File: src/rtl/adc_dac_pkg.sv
// ----------------------------------------------------------------------------
// adc_dac_pkg
// Shared definitions for the ADC-to-DAC sample bridge.
//   cap_state_t          : capture state machine encoding (also the value
//                          presented on the cap_state output)
//   FMT_TWOS/FMT_OFFSET  : adc_fmt input encodings
//   MODE_SEXT/MODE_LJUST : dac_mode input encodings
// ----------------------------------------------------------------------------
package adc_dac_pkg;

    typedef enum logic [1:0] {
        CAP_IDLE    = 2'd0,
        CAP_ARMED   = 2'd1,
        CAP_CAPTURE = 2'd2,
        CAP_DONE    = 2'd3
    } cap_state_t;

    localparam logic FMT_TWOS   = 1'b0;
    localparam logic FMT_OFFSET = 1'b1;

    localparam logic MODE_SEXT  = 1'b0;
    localparam logic MODE_LJUST = 1'b1;

endpackage

File: src/rtl/adc_dac_chan.sv
// ----------------------------------------------------------------------------
// adc_dac_chan
// One channel of the bridge datapath, three register stages:
//   S1 : raw ADC sample register
//   S2 : signed sample (format converted, optionally inverted)
//   S3 : DAC word (sign-extended or left-justified)
// Optional feature macro: ADC_DAC_BRIDGE_INVERT_EN
//   defined   -> 'inv' negates the S2 sample with saturation
//   undefined -> 'inv' is ignored; S2 is still a register so latency is 3
// Ports:
//   adc_clk, rst_n : clock, asynchronous active-low reset
//   sample_in      : raw ADC sample
//   adc_fmt        : 0 two's complement, 1 offset binary
//   dac_mode       : 0 sign-extend, 1 left-justify
//   inv            : invert request for this channel
//   s2_sample      : S2 register contents (feeds the capture logic)
//   dac_word       : S3 register contents
// ----------------------------------------------------------------------------
module adc_dac_chan
    import adc_dac_pkg::*;
#(
    parameter int ADC_W = 12,
    parameter int DAC_W = 14
) (
    input  logic                    adc_clk,
    input  logic                    rst_n,
    input  logic [ADC_W-1:0]        sample_in,
    input  logic                    adc_fmt,
    input  logic                    dac_mode,
    input  logic                    inv,
    output logic signed [ADC_W-1:0] s2_sample,
    output logic [DAC_W-1:0]        dac_word
);

    localparam logic [ADC_W-1:0] MSB_MASK = ADC_W'(1) << (ADC_W - 1);
    localparam int               SHIFT    = DAC_W - ADC_W;

    logic [ADC_W-1:0]        s1;
    logic signed [ADC_W-1:0] conv;
    logic signed [ADC_W-1:0] s2_nxt;
    logic [DAC_W-1:0]        dac_nxt;

    // Offset binary becomes two's complement by flipping the MSB.
    always_comb begin
        conv = (adc_fmt == FMT_OFFSET) ? $signed(s1 ^ MSB_MASK) : $signed(s1);
    end

`ifdef ADC_DAC_BRIDGE_INVERT_EN
    localparam logic signed [ADC_W-1:0] SAT_MIN = MSB_MASK;
    localparam logic signed [ADC_W-1:0] SAT_MAX = ~MSB_MASK;

    // The most negative code has no positive counterpart, so it clamps to
    // the largest positive code instead of wrapping back onto itself.
    always_comb begin
        s2_nxt = conv;
        if (inv) begin
            s2_nxt = (conv == SAT_MIN) ? SAT_MAX : -conv;
        end
    end
`else
    logic unused_inv;
    assign unused_inv = inv;

    always_comb begin
        s2_nxt = conv;
    end
`endif

    // Size-casting a signed value sign-extends; the left-justify path casts
    // the raw bits unsigned first so the shift fills the LSBs with zeros.
    always_comb begin
        if (dac_mode == MODE_LJUST) begin
            dac_nxt = DAC_W'($unsigned(s2_sample)) << SHIFT;
        end else begin
            dac_nxt = DAC_W'(s2_sample);
        end
    end

    always_ff @(posedge adc_clk or negedge rst_n) begin
        if (!rst_n) begin
            s1        <= '0;
            s2_sample <= '0;
            dac_word  <= '0;
        end else begin
            s1        <= sample_in;
            s2_sample <= s2_nxt;
            dac_word  <= dac_nxt;
        end
    end

endmodule

File: src/rtl/adc_dac_bridge.sv
// ----------------------------------------------------------------------------
// adc_dac_bridge
// Multi-channel ADC-to-DAC sample bridge with a triggered debug capture of
// one channel into an external RAM.
// Optional feature macro: ADC_DAC_BRIDGE_INVERT_EN (per-channel saturating
// inversion via ch_inv; ignored when undefined).
// Ports:
//   adc_clk, rst_n     : sole clock, asynchronous active-low reset
//   adc_data           : NCH packed raw samples, channel k at [k*ADC_W +: ADC_W]
//   adc_fmt, dac_mode  : input format / DAC width-mapping selects
//   ch_inv             : per-channel invert requests
//   dac_data           : NCH packed DAC words, dac_valid once the pipe is full
//   cap_arm            : arm / re-arm pulse (ignored while ARMED or CAPTURE)
//   cap_ch, cap_lvl    : trigger channel and signed trigger level
//   cap_state          : 0 IDLE, 1 ARMED, 2 CAPTURE, 3 DONE
//   cap_wr/addr/data   : capture RAM write port
//   cap_done           : high in DONE
// ----------------------------------------------------------------------------
module adc_dac_bridge
    import adc_dac_pkg::*;
#(
    parameter int NCH    = 2,
    parameter int ADC_W  = 12,
    parameter int DAC_W  = 14,
    parameter int CAP_AW = 11,
    parameter int CH_W   = (NCH > 1) ? $clog2(NCH) : 1
) (
    input  logic                   adc_clk,
    input  logic                   rst_n,
    input  logic [NCH*ADC_W-1:0]   adc_data,
    input  logic                   adc_fmt,
    input  logic                   dac_mode,
    input  logic [NCH-1:0]         ch_inv,
    output logic [NCH*DAC_W-1:0]   dac_data,
    output logic                   dac_valid,
    input  logic                   cap_arm,
    input  logic [CH_W-1:0]        cap_ch,
    input  logic [ADC_W-1:0]       cap_lvl,
    output logic [1:0]             cap_state,
    output logic                   cap_wr,
    output logic [CAP_AW-1:0]      cap_addr,
    output logic [ADC_W-1:0]       cap_data,
    output logic                   cap_done
);

    if (DAC_W < ADC_W) begin : g_bad_width
        $error("adc_dac_bridge: DAC_W must not be smaller than ADC_W");
    end
    if (NCH < 1 || NCH > 8) begin : g_bad_nch
        $error("adc_dac_bridge: NCH must be in 1..8");
    end
    if (ADC_W < 2) begin : g_bad_adc_w
        $error("adc_dac_bridge: ADC_W must be at least 2");
    end

    localparam logic [CAP_AW-1:0] LAST_ADDR = '1;

    logic signed [ADC_W-1:0] s2_arr [NCH];

    logic [1:0]              fill_cnt;
    cap_state_t              state, state_nxt;
    logic [CH_W-1:0]         sel;
    logic [CH_W-1:0]         ch_lat, ch_lat_nxt;
    logic signed [ADC_W-1:0] cur;
    logic signed [ADC_W-1:0] lat_sample;
    logic signed [ADC_W-1:0] prev, prev_nxt;
    logic                    prev_valid, prev_valid_nxt;
    logic                    trig;
    logic                    wr_nxt;
    logic [CAP_AW-1:0]       addr_nxt;
    logic [ADC_W-1:0]        data_nxt;

    for (genvar k = 0; k < NCH; k++) begin : g_chan
        adc_dac_chan #(
            .ADC_W (ADC_W),
            .DAC_W (DAC_W)
        ) u_chan (
            .adc_clk   (adc_clk),
            .rst_n     (rst_n),
            .sample_in (adc_data[k*ADC_W +: ADC_W]),
            .adc_fmt   (adc_fmt),
            .dac_mode  (dac_mode),
            .inv       (ch_inv[k]),
            .s2_sample (s2_arr[k]),
            .dac_word  (dac_data[k*DAC_W +: DAC_W])
        );
    end

    // Fill counter: dac_valid rises on the third edge after reset release,
    // when the first real sample has passed all three stages.
    always_ff @(posedge adc_clk or negedge rst_n) begin
        if (!rst_n) begin
            fill_cnt  <= 2'd0;
            dac_valid <= 1'b0;
        end else if (!dac_valid) begin
            if (fill_cnt == 2'd2) begin
                dac_valid <= 1'b1;
            end else begin
                fill_cnt <= fill_cnt + 2'd1;
            end
        end
    end

    // Out-of-range channel selects (NCH not a power of two) fall back to
    // channel 0 so the array index stays legal.
    always_comb begin
        sel        = (int'(cap_ch) < NCH) ? cap_ch : '0;
        cur        = s2_arr[sel];
        lat_sample = s2_arr[ch_lat];
        trig       = prev_valid && (prev < $signed(cap_lvl))
                                && (cur >= $signed(cap_lvl));
    end

    // State register plus the registered capture-port signals.
    always_ff @(posedge adc_clk or negedge rst_n) begin
        if (!rst_n) begin
            state      <= CAP_IDLE;
            cap_wr     <= 1'b0;
            cap_addr   <= '0;
            cap_data   <= '0;
            prev       <= '0;
            prev_valid <= 1'b0;
            ch_lat     <= '0;
        end else begin
            state      <= state_nxt;
            cap_wr     <= wr_nxt;
            cap_addr   <= addr_nxt;
            cap_data   <= data_nxt;
            prev       <= prev_nxt;
            prev_valid <= prev_valid_nxt;
            ch_lat     <= ch_lat_nxt;
        end
    end

    // Next-state logic. CAPTURE ends once the write to the last address is
    // on the port; arming is only accepted from IDLE and DONE.
    always_comb begin
        state_nxt = state;
        case (state)
            CAP_IDLE:    if (cap_arm) state_nxt = CAP_ARMED;
            CAP_ARMED:   if (trig) state_nxt = CAP_CAPTURE;
            CAP_CAPTURE: if (cap_addr == LAST_ADDR) state_nxt = CAP_DONE;
            CAP_DONE:    if (cap_arm) state_nxt = CAP_ARMED;
            default:     state_nxt = CAP_IDLE;
        endcase
    end

    // Output/datapath logic. While ARMED, prev tracks the selected channel
    // so the first sample after arming can only seed prev. The trigger
    // sample is the first write and the channel is latched at that point.
    always_comb begin
        wr_nxt         = 1'b0;
        addr_nxt       = cap_addr;
        data_nxt       = cap_data;
        prev_nxt       = prev;
        prev_valid_nxt = prev_valid;
        ch_lat_nxt     = ch_lat;
        case (state)
            CAP_IDLE, CAP_DONE: begin
                if (cap_arm) begin
                    addr_nxt       = '0;
                    prev_valid_nxt = 1'b0;
                end
            end
            CAP_ARMED: begin
                prev_nxt       = cur;
                prev_valid_nxt = 1'b1;
                if (trig) begin
                    wr_nxt     = 1'b1;
                    addr_nxt   = '0;
                    data_nxt   = cur;
                    ch_lat_nxt = sel;
                end
            end
            CAP_CAPTURE: begin
                if (cap_addr != LAST_ADDR) begin
                    wr_nxt   = 1'b1;
                    addr_nxt = cap_addr + 1'b1;
                    data_nxt = lat_sample;
                end
            end
            default: ;
        endcase
    end

    assign cap_state = state;
    assign cap_done  = (state == CAP_DONE);

endmodule
File: config.mk
export PLATFORM = sky130hd
export DESIGN_NAME = adc_dac_bridge
export DESIGN_NICKNAME = d
export VERILOG_FILES = /design/src/rtl/adc_dac_pkg.sv /design/src/rtl/adc_dac_chan.sv /design/src/rtl/adc_dac_bridge.sv
export SDC_FILE = /design/constraint.sdc
export NUM_CORES = 1
export LEC_CHECK = 0
export BUFFER_PORTS_ARGS = -buffer_cell sky130_fd_sc_hd__buf_4
export CAP_MARGIN = 10
export CELL_PAD_IN_SITES_DETAIL_PLACEMENT = 1
export CELL_PAD_IN_SITES_GLOBAL_PLACEMENT = 1
export CORE_UTILIZATION = 45
export CTS_CLUSTER_SIZE = 25
export DETAILED_ROUTE_END_ITERATION = 6
export GPL_TIMING_DRIVEN = 0
export HOLD_SLACK_MARGIN = 0.02
export PLACE_DENSITY = 0.84
export SLEW_MARGIN = 20
export SYNTH_ARGS = -nofsm -noshare
export SYNTH_HDL_FRONTEND = slang
export SYNTH_HIERARCHICAL = 1
export SYNTH_SLANG_ARGS = --single-unit
File: constraint.sdc
create_clock -name adc_clk -period 6.9 [get_ports adc_clk]
set_input_delay 0 -clock adc_clk [delete_from_list [all_inputs] [get_ports adc_clk]]
set_output_delay 0 -clock adc_clk [all_outputs]
set_load 0.05 [all_outputs]
Yosys cells after proc, flatten, opt, wreduce, memory -nomap -nowiden
Index checks and enable logic that the tools add are counted.
Word-level totals
  register bits after elaboration: 119
  input bits: 44
  output and inout port bits: 56
  word-level logic and storage cells: 77
Cells by class
  add/sub/neg operators: 2
  magnitude comparators: 4
  eq/ne operators: 10
  multiplexer cells: 28
  bitwise logic cells: 6
  reductions and logical operators: 12
Operators with widths (number)
  $mux 12: 10
  $mux 11: 3
  $pmux 11 s3: 1
  $mux 13: 2
  $pmux 12 s2: 1
  $ge 12x12->1: 1
  $lt 12x12->1: 1
  $add 11x1->11 const B: 1
  $eq 11x11->1 const B: 1
  $ne 11x11->1 const B: 1
  $reduce_and 3->1: 3
  $eq 2x2->1 const B: 3
  $mux 2: 3
  $ne 2x2->1 const B: 3
  $pmux 2 s3: 1
  $reduce_and 2->1: 3
  $mux 1: 5
  $ge 2x2->1 const B: 2
  $not 1->1: 4
  $not 1->2: 2
  $pmux 1 s2: 2
  $reduce_bool 2->1: 2
  $add 2x1->2 const B: 1
  $eq 2x1->1 const B: 1
  other kinds (4): 5

Longest topological paths before layout
Gate-level depths: netlist of the first run.
  depth in word-level cells: 8
  gate-level depth with buffers: 12
  depth with buffers taken out: 9

Cells and area by module
Netlist of the first run, hierarchy kept.
By module, submodules not included
  adc_dac_bridge: times used 1, cells an instance 268, area each 2851.5 um2, seq. area each 1076.0 um2
  adc_dac_chan: times used 2, cells an instance 54, area each 1149.9 um2, seq. area each 950.9 um2

Worst setup path before layout of the first run
Ideal clock, no wire load.
  path kind: reg-to-reg
  start: reg prev[11]
  end: reg cap_data[0]
  setup time: 0.128 ns
  arrival: 2.726 ns
  data required time: 6.772 ns
  setup slack: 4.046 ns
  stages on the path, launching flop included: 11
  buffers on the path: 2
  clock period less this slack: 2.854 ns
  cells stage by stage: dfrtp_1 ha_1 and4_1 nand3_1 o41ai_1 mux2_4 o31a_1 buf_6 a21oi_2 buf_4 mux2_1
Between the ends
  word-level cells in the longest chain between the ends: 5
RTL lines
  start: declaration: line adc_dac_bridge.sv:66  | logic signed [ADC_W-1:0] prev, prev_nxt;
  start signal: assignment: line adc_dac_bridge.sv:129  | prev <= prev_nxt;
  $lt 12x12->1: line adc_dac_bridge.sv:110  | trig = prev_valid && (prev < $signed(cap_lvl))
  $logic_and 1x1->1: line adc_dac_bridge.sv:110
  $logic_and 1x1->1: line adc_dac_bridge.sv:111  | && (cur >= $signed(cap_lvl));
  $ne 2x2->1 (no source line)
  $reduce_and 3->1 (no source line)
  end signal: assignment: line adc_dac_bridge.sv:128  | cap_data <= data_nxt;
  end: declaration: line adc_dac_bridge.sv:42  | output logic [ADC_W-1:0] cap_data,
No other way between the ends.
A chain may end at the register's enable or synchronous reset.

Worst setup path after layout of the first run
  start: reg g_chan[0].u_chan.s2_sample[11]
  end: reg cap_data[0]
Between the ends
  word-level cells in the longest chain between the ends: 7
RTL lines
  start: declaration: line adc_dac_chan.sv:31  | output logic signed [ADC_W-1:0] s2_sample,
  start signal: assignment: line adc_dac_chan.sv:86  | s2_sample <= s2_nxt;
  $mux 12 (implied by the code) (3 in a row): line adc_dac_bridge.sv:108  | cur = s2_arr[sel];
  net cur[11]: line adc_dac_bridge.sv:64  | logic signed [ADC_W-1:0] cur;
  $ge 12x12->1: line adc_dac_bridge.sv:111
  $logic_and 1x1->1: line adc_dac_bridge.sv:111
  $ne 2x2->1 (no source line)
  $reduce_and 3->1 (no source line)
The timed path passes the listed nets, and every way through them passes these cells. The select of a mux whose other input is x is not followed.

==> impl_metrics.py, run 1 <==
metrics = {
    "yosys": {
        "synth_common_cells": "dfrtp_1, mux2_2, ha_1",
        "yosysTopAreaCell": "dfrtp_1",
        "yosysSeqAreaShare": 0.578,
        "synth_edf_count": 0,
        "synth_top_area_frac": 0.578,
        "syn_area_um2": 5150,
        "syn_area_per_cell_um2": 13.7,
        "yosysMostFrequentCell": "dfrtp_1",
        "async_reset_ff_frac": 1.00,
        "ys_top_cells_by_area": "dfrtp_1, mux2_2, ha_1",
        "synthCells": 376,
        "ys_types": 51,
        "synth_fp_nets": 449,
        "synth_ff_type": "dfrtp_1",
        "yosys_warnings": 6,
        "synth_seq_cells": 119,
    },
    "die": {
        "dieHeight_um": 109,
        "die_x_um": 109,
        "fp.coreArea_um2": 11000,
        "rows": 38,
        "die_area_um2": 11900,
        "initial_utilization": 0.469,
        "io_pins": 100,
    },
    "timing": {
        "setup_viol": 0,
        "tns_ns": 0,
        "max_slew.worst_pin.slew_ns": 0.769,
        "rsz0062_at_grt": "false",
        "period_minus_slack_ns": 3.34,
        "fmax_ghz": 0.300,
        "hold_viol_final": 0,
        "skew_ns": 0.0140,
        "maxSlewHeadroom": 0.484,
        "period_share": 0.484,
        "slew_viol_final": 0,
    },
    "detailed_routing": {
        "vias": 3583,
        "drcViolationCount": 0,
        "antenna_left": 0,
        "wire_per_inst_um": 20.7,
        "detail_route.first_pass.iterations": 4,
        "first_iter_violations": 113,
        "avgViaCountPerCell": 5.32,
        "routed_wl_um": 13900,
    },
    "clock_network": {
        "cts_hold_buf": 28,
        "root_buffer": "clkbuf_16",
        "cts_tree": "yes",
        "clockBufferDepth": 2,
        "htreeDepth": 4,
        "insertion_delay_ns": 0.42,
        "postCtsSetupBuffers": 0,
        "clk_pin_slew_ns": 0.06,
        "cts_buffers": 17,
        "clock-sinks": 119,
        "cts_resized": 0,
    },
    "power": {
        "p_leak_nw": 3.25,
        "vdd_ir_drop_max_uv": 269,
        "power_density_nw_per_um2": 386,
        "report.power.total_w": 0.00267,
    },
    "setup_path": {
        "cpLargestDelayFamily": "multiplexers",
        "critical_path.max_fanout": 10,
        "r2r_setup_slack_ns": 3.56,
        "cp.depth": 12,
        "critPathArrivalTime_ns": 3.62,
        "crit_chain": "buf_4, mux2_2, ha_1, nand4_1, nor4_1, nor4b_1, o21a_1, o31a_1, buf_6, a21oi_2, buf_4, mux2_1",
        "crit_type": "reg2reg",
        "rr_endpoint": "cap_data[0]",
        "cp-start-kind": "flop",
        "cpMostUsedCell": "buf_4",
        "slowest_stage": "dfrtp_1",
        "end_kind": "flop",
        "cp_num_buf_inv": 3,
        "worstRegToRegCells": 12,
        "max_stage_delay_ns": 0.42,
        "r2r_start": "g_chan[0].u_chan/s2_sample[11]",
        "cp.required_ns": 7.18,
    },
    "grt": {
        "antenna_found_initial": 0,
        "grt_max_degree": 63,
        "grt_use_met2": 0.464,
        "grt_overflow": 0,
        "grtUsageTotal": 0.261,
        "use_met1": 0.295,
        "grt.met3_usage": 0.0675,
        "busiest_layer": "met2",
        "grt_pass1_vias": 4104,
        "grt_pass1_wl_um": 22100,
    },
    "run": {
        "maxCapViolCount": 0,
    },
    "hold_path": {
        "whs_path_depth": 3,
        "hp-class": "in2reg",
        "min_from": "cap_ch",
        "holdPathEnd": "prev[9]",
    },
    "layout": {
        "areaGrowthSynthToFinish_pct": 34.2,
        "antenna_cells": 0,
        "drive_gt1_frac": 0.380,
        "num-nets-final": 594,
    },
    "placement": {
        "place_congestion": 0.825,
        "portBuffers": 97,
        "dp_hpwl_um": 8880,
    },
    "status": {
        "status": "completed",
    },
}
-- metrics by stage --
stage                     worst slack (ns)  hold WS, ns  area, um2  cells  utilization
final                                 3.56        0.104       6910    674        0.630
after global placement                3.33        0.109       6050    613        0.551
after CTS                             3.55       0.0856       6910    674        0.630
after global routing                  3.38        0.106       6910    674        0.630
after detailed placement              3.27      0.00659       6090    614        0.554
after floorplan                       4.05       -0.296       5150    376            -
-- routing by layer --
metal / vias up / wire [um]
met5: - / 0
met4: 0 / 277
met3: 27 / 539
met2: 98 / 7600
met1: 1825 / 5520
li1: 1633 / -
-- logic make-up after synthesis --
family | synth area share
xor+xnor | 0.00510
mux | 0.173
compound gates | 0.0632
flops | 0.578
fa+ha+maj | 0.0704
simple gates | 0.0792
buf+inv | 0.0308
-- sequential cells by signal (all words and copies together), names as in the netlist --
| signal | count |
|---|---|
| g_chan.u_chan/dac_word | 28 |
| dac_valid | 1 |
| cap_state | 2 |
| cap_addr | 11 |
| g_chan.u_chan/s1 | 24 |
| fill_cnt | 2 |
| cap_wr | 1 |
| g_chan.u_chan/s2_sample | 24 |
| prev | 12 |
| ch_lat | 1 |
| prev_valid | 1 |
| cap_data | 12 |
-- worst max path at each step --
stage / end / slack (ns) / from
after floorplan: cap_data[0] / 4.05 / prev[11]
after global placement: cap_data[5] / 3.33 / cap_ch
after detailed placement: cap_data[5] / 3.27 / cap_ch
after CTS: cap_data[5] / 3.55 / g_chan[0].u_chan/s2_sample[11]
after global routing: cap_data[5] / 3.38 / g_chan[0].u_chan/s2_sample[11]
final: cap_data[0] / 3.56 / g_chan[0].u_chan/s2_sample[11]
-- layout by cell type (no fill, tap or decap), drive strengths merged, types with 3 or more instances in the layout --
cell type      n
a21o           3
a21oi         10
a2bb2oi        3
and2b          4
buf          106
clkbuf        30
clkinv         5
clkinvlp       5
dfrtp        119
dlygate4sd3   28
ha            29
inv           17
mux2          70
mux2i          4
nand2         16
nand2b         7
nand3         10
nand4          4
nand4b         3
nor2           9
nor3           5
nor4           4
o21ai         11
o31ai          3
-- final cells by class --
class                      instances  area, um2
inverter                          17       63.8
timing repair buffer             126       1040
buffer                            16       95.1
multi-input combinational        224       2010
fill                            1059       4070
tap                              140        175
clock buffer                      22        474
sequential                       119       2980
clock inverter                    10       73.8
-- report_power, final --
part	total [W]	switching, W	internal, W	leakage [nW]
sequential	0.000911	0.0000895	0.000821	1.42
combinational	0.000949	0.000578	0.000371	1.58
clock	0.000807	0.000321	0.000487	0.254
-- tightest hold or removal path: stages --
cell,delay [ns]
buf_4,0.13
mux2_2,0.20
mux2_2,0.15
Power figures use the tool's default switching activity.
==> inputs of run 2 (changes only) <==
--- a/config.mk
+++ b/config.mk
@@ -5,16 +5,17 @@
 export SDC_FILE = /design/constraint.sdc
 export NUM_CORES = 1
 export LEC_CHECK = 0
+export ABC_AREA = 1
 export BUFFER_PORTS_ARGS = -buffer_cell sky130_fd_sc_hd__buf_4
 export CAP_MARGIN = 10
 export CELL_PAD_IN_SITES_DETAIL_PLACEMENT = 1
 export CELL_PAD_IN_SITES_GLOBAL_PLACEMENT = 1
-export CORE_UTILIZATION = 45
+export CORE_UTILIZATION = 38
 export CTS_CLUSTER_SIZE = 25
 export DETAILED_ROUTE_END_ITERATION = 6
 export GPL_TIMING_DRIVEN = 0
 export HOLD_SLACK_MARGIN = 0.02
-export PLACE_DENSITY = 0.84
+export PLACE_DENSITY = 0.8
 export SLEW_MARGIN = 20
 export SYNTH_ARGS = -nofsm -noshare
 export SYNTH_HDL_FRONTEND = slang
==> constraint.sdc (replaced) <==
create_clock -name adc_clk -period 2.8 [get_ports adc_clk]
set_input_delay 0 -clock adc_clk [delete_from_list [all_inputs] [get_ports adc_clk]]
set_output_delay 0 -clock adc_clk [all_outputs]
set_load 0.05 [all_outputs]
==> impl_metrics.py, run 2 <==
metrics = {
    "clock_network": {
        "insertion_delay_ns": 0.42,
        "htreeDepth": 4,
        "cts_tree": "yes",
        "root_buffer": "clkbuf_16",
        "clk_pin_slew_ns": 0.06,
        "cts_buffers": 17,
        "clockBufferDepth": 2,
        "clock-sinks": 119,
    },
    "yosys": {
        "synth_fp_nets": 655,
        "yosysMostFrequentCell": "nand2_1",
        "synth_edf_count": 0,
        "synthCells": 582,
        "ys_types": 30,
        "yosys_warnings": 6,
        "async_reset_ff_frac": 1.00,
        "syn_area_um2": 5310,
        "yosysSeqAreaShare": 0.561,
        "synth_seq_cells": 119,
        "synth_common_cells": "nand2_1, dfrtp_1, inv_1",
        "yosysTopAreaCell": "dfrtp_1",
        "synth_top_area_frac": 0.561,
        "synth_ff_type": "dfrtp_1",
        "syn_area_per_cell_um2": 9.13,
        "ys_top_cells_by_area": "dfrtp_1, nand2_1, ha_1",
    },
    "power": {
        "comb_power_share": 0.352,
        "p_sw_frac": 0.374,
        "power_density_nw_per_um2": 998,
        "p_int_w": 0.00455,
        "pwr-share-clk": 0.338,
        "p_leak_nw": 3.80,
        "p_seq_frac": 0.310,
        "p_sw_w": 0.00272,
        "report.power.total_w": 0.00727,
        "vdd_ir_drop_max_uv": 457,
    },
    "hold_path": {
        "min_from": "cap_ch",
        "hp-class": "in2reg",
    },
    "layout": {
        "largest_reg_flops": 28,
        "stdcell_area_um2": 7280,
        "top_register": "g_chan.u_chan/dac_word",
        "fin_util": 0.541,
        "antenna_cells": 0,
        "final_common_cell": "nand2_1",
        "final_cell_mix": "nand2_1, dfrtp_1, buf_4",
        "num-nets-final": 803,
        "drive_gt1_frac": 0.230,
        "areaGrowthSynthToFinish_pct": 37.1,
        "largestRegisters": "g_chan.u_chan/dac_word (28), g_chan.u_chan/s1 (24), g_chan.u_chan/s2_sample (24)",
    },
    "placement": {
        "placed_area_um2": 6290,
        "portBuffers": 97,
        "pre_cts_ws_ns": 0.0639,
        "dp_hpwl_um": 10700,
        "place_congestion": 0.841,
    },
    "timing": {
        "setup_viol": 0,
        "max_slew.worst_pin.slew_ns": 0.539,
        "fin_ws_ns": 0.198,
        "period_share": 0.929,
        "hold_viol_final": 0,
        "fmax_ghz": 0.384,
        "skew_ns": 0.00880,
        "maxSlewHeadroom": 0.637,
        "slew_viol_final": 0,
        "tns_ns": 0,
        "period_minus_slack_ns": 2.60,
    },
    "setup_path": {
        "crit_type": "reg2reg",
        "critical_path.max_fanout": 10,
        "r2r_start": "g_chan[0].u_chan/s2_sample[10]",
        "cp-start-kind": "flop",
        "end_kind": "flop",
        "critPathArrivalTime_ns": 2.90,
        "cp.required_ns": 3.10,
        "crit_start": "g_chan[0].u_chan/s2_sample[10]",
    },
    "grt": {
        "grt_max_degree": 71,
        "antenna_found_initial": 0,
        "grt.met3_usage": 0.0486,
        "grt_use_met2": 0.416,
        "busiest_layer": "met2",
        "grt_pass1_wl_um": 26300,
        "use_met1": 0.289,
        "grt_pass1_vias": 5092,
        "grtUsageTotal": 0.241,
        "grt_overflow": 0,
    },
    "detailed_routing": {
        "first_iter_violations": 215,
        "antenna_left": 0,
        "wire_per_inst_um": 17.4,
        "vias": 4508,
        "drcViolationCount": 0,
        "avgViaCountPerCell": 4.91,
        "routed_wl_um": 16000,
        "detail_route.first_pass.iterations": 4,
    },
    "die": {
        "dieHeight_um": 120,
        "fp.coreArea_um2": 13500,
        "initial_utilization": 0.395,
        "die_x_um": 120,
        "io_pins": 100,
        "rows": 42,
        "die_area_um2": 14500,
    },
    "run": {
        "maxCapViolCount": 0,
    },
    "status": {
        "status": "completed",
    },
}
==> run 2: power groups by stage <==
stage | Sequential [W] | Clock, W | Combinational, W
after detailed placement | 0.00227 | 0 | 0.00250
after CTS | 0.00225 | 0.00248 | 0.00257
after global placement | 0.00226 | 0 | 0.00240
final | 0.00225 | 0.00246 | 0.00256
after floorplan | 0.00269 | 0 | 0.00129
after global routing | 0.00228 | 0.00256 | 0.00280
==> run 2: worst max-delay path: stages, from the launching register on <==
cell and delay, ns:
dfrtp_1 0.40, o21ai_0 0.35, inv_1 0.16, ha_1 0.30, nand2_1 0.08, nor2_2 0.14, and2_4 0.15, nand2_1 0.06
nand3_1 0.06, nand2_1 0.05, nand3_1 0.11, nand2_2 0.08, nand2_4 0.12, nand2_4 0.10, buf_6 0.16, nand2_1 0.09
o21ai_2 0.06
==> run 2: final cells by class <==
cell class                      instances  area [um2]
Fill cell                            1562        6170
Sequential cell                       119        2980
Multi-Input combinational cell        365        1940
Timing Repair Buffer                  129        1060
Clock buffer                           24         502
Inverter                               78         293
Tap cell                              176         220
Clock inverter                          7         164
Buffer                                 20         125
==> run 2: kinds of logic (layout without fill, tap and decap cells) <==
group / Yosys count / after routing / synth area share
compound gates: 93 / 93 / 0.0985
fa+ha+maj: 29 / 29 / 0.0683
simple gates: 242 / 242 / 0.192
xor+xnor: 1 / 1 / 0.00165
buf+inv: 98 / 258 / 0.0787
flops: 119 / 119 / 0.561
==> run 2: path summary, 6_finish.rpt <==
| path | end | slack [ns] | depth (start not counted) |
|---|---|---|---|
| min | prev[9] | 0.008 | 3 |
| max reg2reg | cap_data[10] | 0.20 | 16 |
| max in group asynchronous | g_chan[0].u_chan/dac_word[2] | 1.99 | 3 |
| min reg2reg | g_chan[1].u_chan/s2_sample[8] | 0.35 | 0 |
| min in group asynchronous | g_chan[1].u_chan/dac_word[9] | 0.11 | 2 |
| max | cap_data[10] | 0.20 | 16 |
==> run 2: timing repair <==
action,in CTS,in global routing
endpoints found under the setup margin,0,26
resized for setup,0,8
endpoints found under the hold margin,161,0
buffers inserted,0,2
hold buffers,29,0
==> run 2: through the flow <==
| stage | hold slack [ns] | instances |
|---|---|---|
| 3_3_place_gp | 0.110 | 855 |
| 4_1_cts | 0.0553 | 916 |
| 2_1_floorplan | -0.296 | 582 |
| 5_1_grt | 0.0223 | 918 |
| 6_report | 0.00790 | 918 |
| 3_5_place_dp | -0.0236 | 856 |
==> run 2: routing by layer <==
metal / vias up / routed length, um
met5: - / 0
met4: 0 / 456
met3: 35 / 619
met2: 113 / 8140
met1: 2219 / 6740
li1: 2141 / -
